===== src/rtl/rr_exe_skid_pkg.sv =====
`ifndef SIZE_DATA
`define SIZE_DATA 32
`endif

`ifndef SIZE_PHYSICAL_LOG
`define SIZE_PHYSICAL_LOG 7
`endif

// Shared types and helpers for the register-read to execute boundary.
// The brmask helper is shared with the issue queue and the load-store queue.
package rr_exe_skid_pkg;

  localparam int DATA_W = `SIZE_DATA;
  localparam int TAG_W  = `SIZE_PHYSICAL_LOG;
  localparam int CTRL_W = 16;
  localparam int BRM_W  = 4;

  // One issued packet with operands already resolved by the bypass network.
  typedef struct packed {
    logic [DATA_W-1:0] src1;
    logic [DATA_W-1:0] src2;
    logic [TAG_W-1:0]  dest;
    logic [CTRL_W-1:0] ctrl;
    logic [BRM_W-1:0]  brmask;
  } rr_exe_pkt_t;

  // Skid occupancy, exposed for debug and checkers.
  typedef enum logic [1:0] {
    OCC_EMPTY = 2'd0,
    OCC_ONE   = 2'd1,
    OCC_FULL  = 2'd2
  } occ_t;

  // Valid bit and branch mask of a single entry after a branch resolution.
  typedef struct packed {
    logic             valid;
    logic [BRM_W-1:0] brmask;
  } brm_state_t;

  // Mispredict kills entries that depend on the branch; a correct
  // resolve only drops the branch from the dependency mask.
  function automatic brm_state_t brmask_update(
    input logic             valid,
    input logic [BRM_W-1:0] brmask,
    input logic             resolve,
    input logic             mispred,
    input logic [BRM_W-1:0] br_bit
  );
    brm_state_t r;
    r.valid  = valid;
    r.brmask = brmask;
    if (resolve) begin
      if (mispred) begin
        if (|(brmask & br_bit)) r.valid = 1'b0;
      end else begin
        r.brmask = brmask & ~br_bit;
      end
    end
    return r;
  endfunction

endpackage


===== src/rtl/br_mask_update.sv =====
// Combinational branch-resolution update for one stored or incoming entry.
module br_mask_update
   import rr_exe_skid_pkg::*;
(
   input  logic             valid,
   input  logic [BRM_W-1:0] brmask,
   input  logic             br_resolve,
   input  logic             br_mispred,
   input  logic [BRM_W-1:0] br_bit,
   output logic             valid_next,
   output logic [BRM_W-1:0] brmask_next
);

   brm_state_t upd;

   // Apply the shared kill/clear rule to this entry.
   always_comb begin
      upd         = brmask_update(valid, brmask, br_resolve, br_mispred, br_bit);
      valid_next  = upd.valid;
      brmask_next = upd.brmask;
   end

endmodule


===== src/rtl/rr_exe_skid.sv =====
// Two-entry skid between register-read and execute. MAIN drives the
// outputs, SKID catches the packet accepted while execute stalls, so a
// registered in_ready_o never loses data. Handshake: a transfer happens on
// a rising edge where valid and ready are both high; a presented packet
// stays stable until it is taken, flushed or killed by a mispredict.
module rr_exe_skid
   import rr_exe_skid_pkg::*;
(
   input  logic              clk,
   input  logic              reset_n,
   input  logic              in_valid_i,
   output logic              in_ready_o,
   input  logic [DATA_W-1:0] in_src1_i,
   input  logic [DATA_W-1:0] in_src2_i,
   input  logic [TAG_W-1:0]  in_dest_i,
   input  logic [CTRL_W-1:0] in_ctrl_i,
   input  logic [BRM_W-1:0]  in_brmask_i,
   output logic              out_valid_o,
   input  logic              out_ready_i,
   output logic [DATA_W-1:0] out_src1_o,
   output logic [DATA_W-1:0] out_src2_o,
   output logic [TAG_W-1:0]  out_dest_o,
   output logic [CTRL_W-1:0] out_ctrl_o,
   output logic [BRM_W-1:0]  out_brmask_o,
   input  logic              flush_i,
   input  logic              br_resolve_i,
   input  logic              br_mispred_i,
   input  logic [BRM_W-1:0]  br_bit_i,
   output occ_t              occ_state
);

   rr_exe_pkt_t main_q, skid_q, main_d, skid_d, inc_pkt;
   logic        main_v, skid_v, ready_q;
   logic        main_nv, skid_nv, main_we, skid_we;
   logic        accept, pop;
   logic        main_uv, skid_uv, inc_uv;
   logic [BRM_W-1:0] main_ubm, skid_ubm, inc_ubm;
   logic        main_keep, skid_keep, inc_keep;

   assign accept = in_valid_i & ready_q;
   assign pop    = main_v & out_ready_i;

   br_mask_update u_upd_main (
      .valid(main_v), .brmask(main_q.brmask), .br_resolve(br_resolve_i),
      .br_mispred(br_mispred_i), .br_bit(br_bit_i),
      .valid_next(main_uv), .brmask_next(main_ubm)
   );

   br_mask_update u_upd_skid (
      .valid(skid_v), .brmask(skid_q.brmask), .br_resolve(br_resolve_i),
      .br_mispred(br_mispred_i), .br_bit(br_bit_i),
      .valid_next(skid_uv), .brmask_next(skid_ubm)
   );

   br_mask_update u_upd_inc (
      .valid(accept), .brmask(in_brmask_i), .br_resolve(br_resolve_i),
      .br_mispred(br_mispred_i), .br_bit(br_bit_i),
      .valid_next(inc_uv), .brmask_next(inc_ubm)
   );

   // A popped MAIN leaves just like a killed one; the survivors compact
   // into MAIN then SKID in arrival order.
   assign main_keep = main_uv & ~pop;
   assign skid_keep = skid_uv;
   assign inc_keep  = inc_uv;

   // Pick the next MAIN/SKID contents and which payload registers to write.
   always_comb begin
      main_nv = 1'b0;
      skid_nv = 1'b0;
      main_we = 1'b0;
      skid_we = 1'b0;
      inc_pkt = '{src1: in_src1_i, src2: in_src2_i, dest: in_dest_i,
                  ctrl: in_ctrl_i, brmask: inc_ubm};
      main_d        = main_q;
      main_d.brmask = main_ubm;
      skid_d        = skid_q;
      skid_d.brmask = skid_ubm;
      if (main_keep) begin
         main_nv = 1'b1;
         main_we = br_resolve_i;
         if (skid_keep) begin
            skid_nv = 1'b1;
            skid_we = br_resolve_i;
         end else if (inc_keep) begin
            skid_nv = 1'b1;
            skid_we = 1'b1;
            skid_d  = inc_pkt;
         end
      end else if (skid_keep) begin
         main_nv = 1'b1;
         main_we = 1'b1;
         main_d  = skid_d;
         if (inc_keep) begin
            skid_nv = 1'b1;
            skid_we = 1'b1;
            skid_d  = inc_pkt;
         end
      end else if (inc_keep) begin
         main_nv = 1'b1;
         main_we = 1'b1;
         main_d  = inc_pkt;
      end
   end

   // Entry state, registered ready, and write-enabled payload registers.
   always_ff @(posedge clk) begin
      if (!reset_n) begin
         main_v  <= 1'b0;
         skid_v  <= 1'b0;
         ready_q <= 1'b1;
         main_q  <= '0;
         skid_q  <= '0;
      end else if (flush_i) begin
         main_v  <= 1'b0;
         skid_v  <= 1'b0;
         ready_q <= 1'b1;
      end else begin
         main_v  <= main_nv;
         skid_v  <= skid_nv;
         ready_q <= ~(main_nv & skid_nv);
         if (main_we) main_q <= main_d;
         if (skid_we) skid_q <= skid_d;
      end
   end

   assign in_ready_o   = ready_q;
   assign out_valid_o  = main_v;
   assign out_src1_o   = main_q.src1;
   assign out_src2_o   = main_q.src2;
   assign out_dest_o   = main_q.dest;
   assign out_ctrl_o   = main_q.ctrl;
   assign out_brmask_o = main_q.brmask;
   assign occ_state    = main_v ? (skid_v ? OCC_FULL : OCC_ONE) : OCC_EMPTY;

   // SKID may only hold a packet behind a valid MAIN.
   a_skid_needs_main: assert property (@(posedge clk) disable iff (!reset_n)
      !(skid_v && !main_v));

endmodule


===== config.mk =====
export PLATFORM = sky130hd
export DESIGN_NAME = rr_exe_skid
export DESIGN_NICKNAME = d
export VERILOG_FILES = /design/src/rtl/rr_exe_skid_pkg.sv /design/src/rtl/br_mask_update.sv /design/src/rtl/rr_exe_skid.sv
export SDC_FILE = /design/constraint.sdc
export NUM_CORES = 1
export LEC_CHECK = 0
export CORE_UTILIZATION = 30
export CTS_CLUSTER_DIAMETER = 50
export DETAILED_ROUTE_END_ITERATION = 8
export DONT_BUFFER_PORTS = 1
export GPL_ROUTABILITY_DRIVEN = 0
export PLACE_DENSITY = 0.49
export SLEW_MARGIN = 15
export SYNTH_ARGS = -nofsm -noshare
export SYNTH_HDL_FRONTEND = slang
export SYNTH_SLANG_ARGS = --single-unit

===== constraint.sdc =====
create_clock -name clk -period 2.2 [get_ports clk]
set_clock_uncertainty 0.05 [all_clocks]
set_input_delay 0.44 -clock clk [delete_from_list [all_inputs] [get_ports clk]]
set_output_delay 0.44 -clock clk [all_outputs]
set_load 0.01 [all_outputs]

==> results.tsv <==
stage	metric	value	unit
status	status	complete, no violations	
sta	unrepaired setup endpoints after global routing	yes	
yosys	Syn Inst Count	861	
sta	setup ws final	0.124	ns
detailed_routing	final wirelength	20.1	mm
cts	clk sink count	185	
detailed_routing	Via Count	5919	
sta	Slew Limit Fails	0	
floorplan	die width	160	um
worst_setup_path	end of the critical path	skid_q[6]	
yosys	top-count cell post-synth	dfxtp_1	
placed_design	HPWL Detailed	12.4	mm
yosys	sequential area share after synthesis	0.495	
sta	Slew @ Worst Pin	0.482	ns
yosys	syn avg cell area	8.69	sq um
yosys	synth top area cells	dfxtp_1 (49%), mux2i_1 (12%), a311oi_1 (9.7%), nand2_1 (9.0%), nor2_1 (8.8%)	
sta	final hold violation count	0	
worst_setup_path	CP Max Fanout	26	
sta	Final setup viols	0	
worst_setup_path	Startpoint Class	flop	
floorplan	Core Area	0.0244	sq mm
worst_setup_path	Reg2Reg Setup Slack	0.12	ns
power	Comb pwr share	0.068	
cts	Worst-path clk slew	0.08	ns
global_route	first-pass GRT wire length	31.8	mm
detailed_routing	vias per inst	5.00	
global_route	largest net degree at the start of global routing	91	
floorplan	cell row count	57	
yosys	number of synthesized flops with an enable pin	0	
detailed_routing	Avg WL per Cell	17.0	um
placed_design	PortBufs	0	
detailed_routing	DRT Pass-1 Iters	5	
sta	fin crit share	0.944	
worst_setup_path	RR Endpoint	skid_q[6]	
power	leakage	3.79	nW
detailed_routing	antenna viol nets, final	0	
worst_setup_path	crit path kind	reg -> reg	
worst_setup_path	Worst path max stage delay	0.40	ns
power	sequential cell fraction of total power	0.497	
floorplan	Ports	197	
worst_setup_path	crit path launch	skid_q[2]	
finish	fillcell total	2570	
detailed_routing	DR iter-0 viols	359	
sta	Slew headroom	0.678	
cts	CTS Root Cell	clkbuf_16	
run	max-cap check violation count	0	
yosys	top cells by count, synth	dfxtp_1 (185), nand2_1 (180), nor2_1 (175)	
finish	multi-input logic area	0.00348	sq mm
cts	CTS tree	yes	
power	NetSw	1.87	mW
floorplan	Initial Util	0.307	
detailed_routing	drt drc	0	
yosys	synth unique cells	32	
sta	Final min period	2.08	ns
cts	number of buffers created by CTS	17	
sta	f_max	482	MHz
yosys	cell taking the most area after synthesis	dfxtp_1	
yosys	Synth async-reset ratio	0	
power	cell-internal power	5.43	mW
sta	final hold slack	0.105	ns
finish	nets	949	
yosys	synth warn	0	
cts	cts hold-fix bufs	0	
worst_setup_path	WP data arrival	2.32	ns
global_route	vias in the first global route	5722	
finish	number of diodes	0	
placed_design	pre-CTS setup slack	-0.0251	ns
worst_setup_path	CP max stage cell	a211o_4	
cts	H-tree Lvls	4	
global_route	global route total overflow	0	
floorplan	Die H	160	um
finish	layout cells sized above 1	0.0895	
finish	Reg area	0.00370	sq mm
worst_setup_path	Crit Reg-Reg Startpoint	skid_q[2]	
power	PD cells	834	mW/mm^2
finish	Area growth syn-to-layout	17.0	%
global_route	Global Route Usage Sum	0.156	
cts	worst skew pair latency	0.42	ns
worst_setup_path	CP cell instances	a22oi_1 -> a21oi_1 -> a211o_1 -> a211o_4 -> buf_12 -> mux2i_1 -> nor2_1	
floorplan	Die ar.	0.0256	sq mm
yosys	#FFs+latches synth	185	
worst_setup_path	CP required	2.45	ns
power	Switching Share	0.257	
power	Peak supply drop	0.000432	V
min_path	Hold Startpoint	reset_n	
min_path	Min-Delay Path Class	in -> reg	
power	Clk pwr share	0.434	
yosys	post-synthesis cell area	0.00748	sq mm
global_route	initial antenna violation count	0	
yosys	Most used DFF post-synth	dfxtp_1	
worst_setup_path	Crit. End Element	flop	
yosys	Post-Syn Nets	963	
cts	Clock Path Buffers	2	
yosys	top-area cell type share of the netlist area	0.495	
worst_setup_path	Worst R2R Path Depth	7	
sequential cells by signal, summed over array words and instances, names as in the netlist:
name / flops
in_ready_o: 1
out_valid_o: 1
out_ctrl_o: 16
skid_q: 91
skid_v: 1
out_src1_o: 32
out_src2_o: 32
out_dest_o: 7
out_brmask_o: 4
cells by family (layout without fill, tap and decap cells):
kind of cell | count (synthesis) | after routing | share of synthesized area
flip-flops | 185 | 185 | 0.495
buffers and inverters | 73 | 72 | 0.0453
AND/OR/NAND/NOR | 373 | 373 | 0.192
multiplexers | 87 | 87 | 0.116
AO/OA/AOI/OAI | 143 | 143 | 0.152
how the worst min path moves through the flow:
stage,endpoint,slack [ns],cells after the start
6_report,out_ctrl_o[15],0.11,2
5_1_grt,skid_q[83],0.08,2
4_1_cts,out_ctrl_o[15],0.08,2
3_5_place_dp,out_src1_o[25],0.42,2
3_3_place_gp,out_src1_o[8],0.41,2
2_1_floorplan,out_ctrl_o[11],0.40,2
per-layer routing:
layer  GRT usage  up-vias  share of wire
li1            -     2960              -
met1       0.197     2783           0.45
met2       0.253      168           0.46
met3      0.0571        8          0.078
met4      0.0329        0         0.0058
met5           0        -              0
worst max-delay path, delay by kind of cell, from the launching register on:
family	cells	cell delay, ns
DFF	1	0.33
muxes	1	0.17
and+or+nand+nor	1	0.05
AOI/OAI and AO/OA	4	1.11
buffers and inverters	1	0.19
metrics by stage:
step / utilization / total power [mW] / cell area (sq um) / std cells / setup TNS, ns
2_1_floorplan: - / 4.03 / 7480 / 861 / 0
3_3_place_gp: 0.331 / 4.19 / 8060 / 1148 / -0.192
3_5_place_dp: 0.331 / 4.20 / 8060 / 1148 / -0.0369
4_1_cts: 0.355 / 7.42 / 8670 / 1180 / 0
5_1_grt: 0.359 / 7.65 / 8760 / 1184 / -0.210
6_report: 0.359 / 7.30 / 8760 / 1184 / 0
what timing repair did:
item                                    4_1_cts  5_1_grt
setup buffers                                 0        2
endpoints found under the setup margin        0       22
resized for setup                             0        2
cell type report:
type,count,share of cell area
clock inverters,14,0.0203
well taps,324,0.0463
clock buffers,18,0.0490
multi-input cells,603,0.398
inverters,2,0.00143
repair buffers,38,0.0623
flip-flops and latches,185,0.423
power groups by stage:
stage | sequential (mW) | combinational, mW | clock (mW)
final | 3.63 | 0.500 | 3.17
after global routing | 3.65 | 0.569 | 3.43
after CTS | 3.63 | 0.484 | 3.31
after detailed placement | 3.71 | 0.484 | 0
after global placement | 3.71 | 0.479 | 0
after floorplan | 3.68 | 0.355 | 0
layout by cell type, fill, tap and decap left out, drive strengths merged:
| cell | instances |
|---|---|
| buf | 36 |
| a32o | 3 |
| bufinv | 2 |
| o22ai | 8 |
| mux2i | 87 |
| a31oi | 1 |
| a21o | 2 |
| a211o | 3 |
| o2bb2a | 1 |
| clkinv | 4 |
| or2 | 1 |
| a311oi | 83 |
| inv | 8 |
| or3 | 3 |
| clkinvlp | 2 |
| o211ai | 2 |
| and2 | 1 |
| o21ai | 8 |
| o221ai | 1 |
| a211oi | 1 |
| a21boi | 2 |
| clkbuf | 20 |
| nand2 | 180 |
| nor2b | 3 |
| a21oi | 17 |
| nand3 | 8 |
| a22oi | 10 |
| nand2b | 2 |
| nor2 | 175 |
| dfxtp | 185 |
| a31o | 1 |
Power figures use the tool's default switching activity.
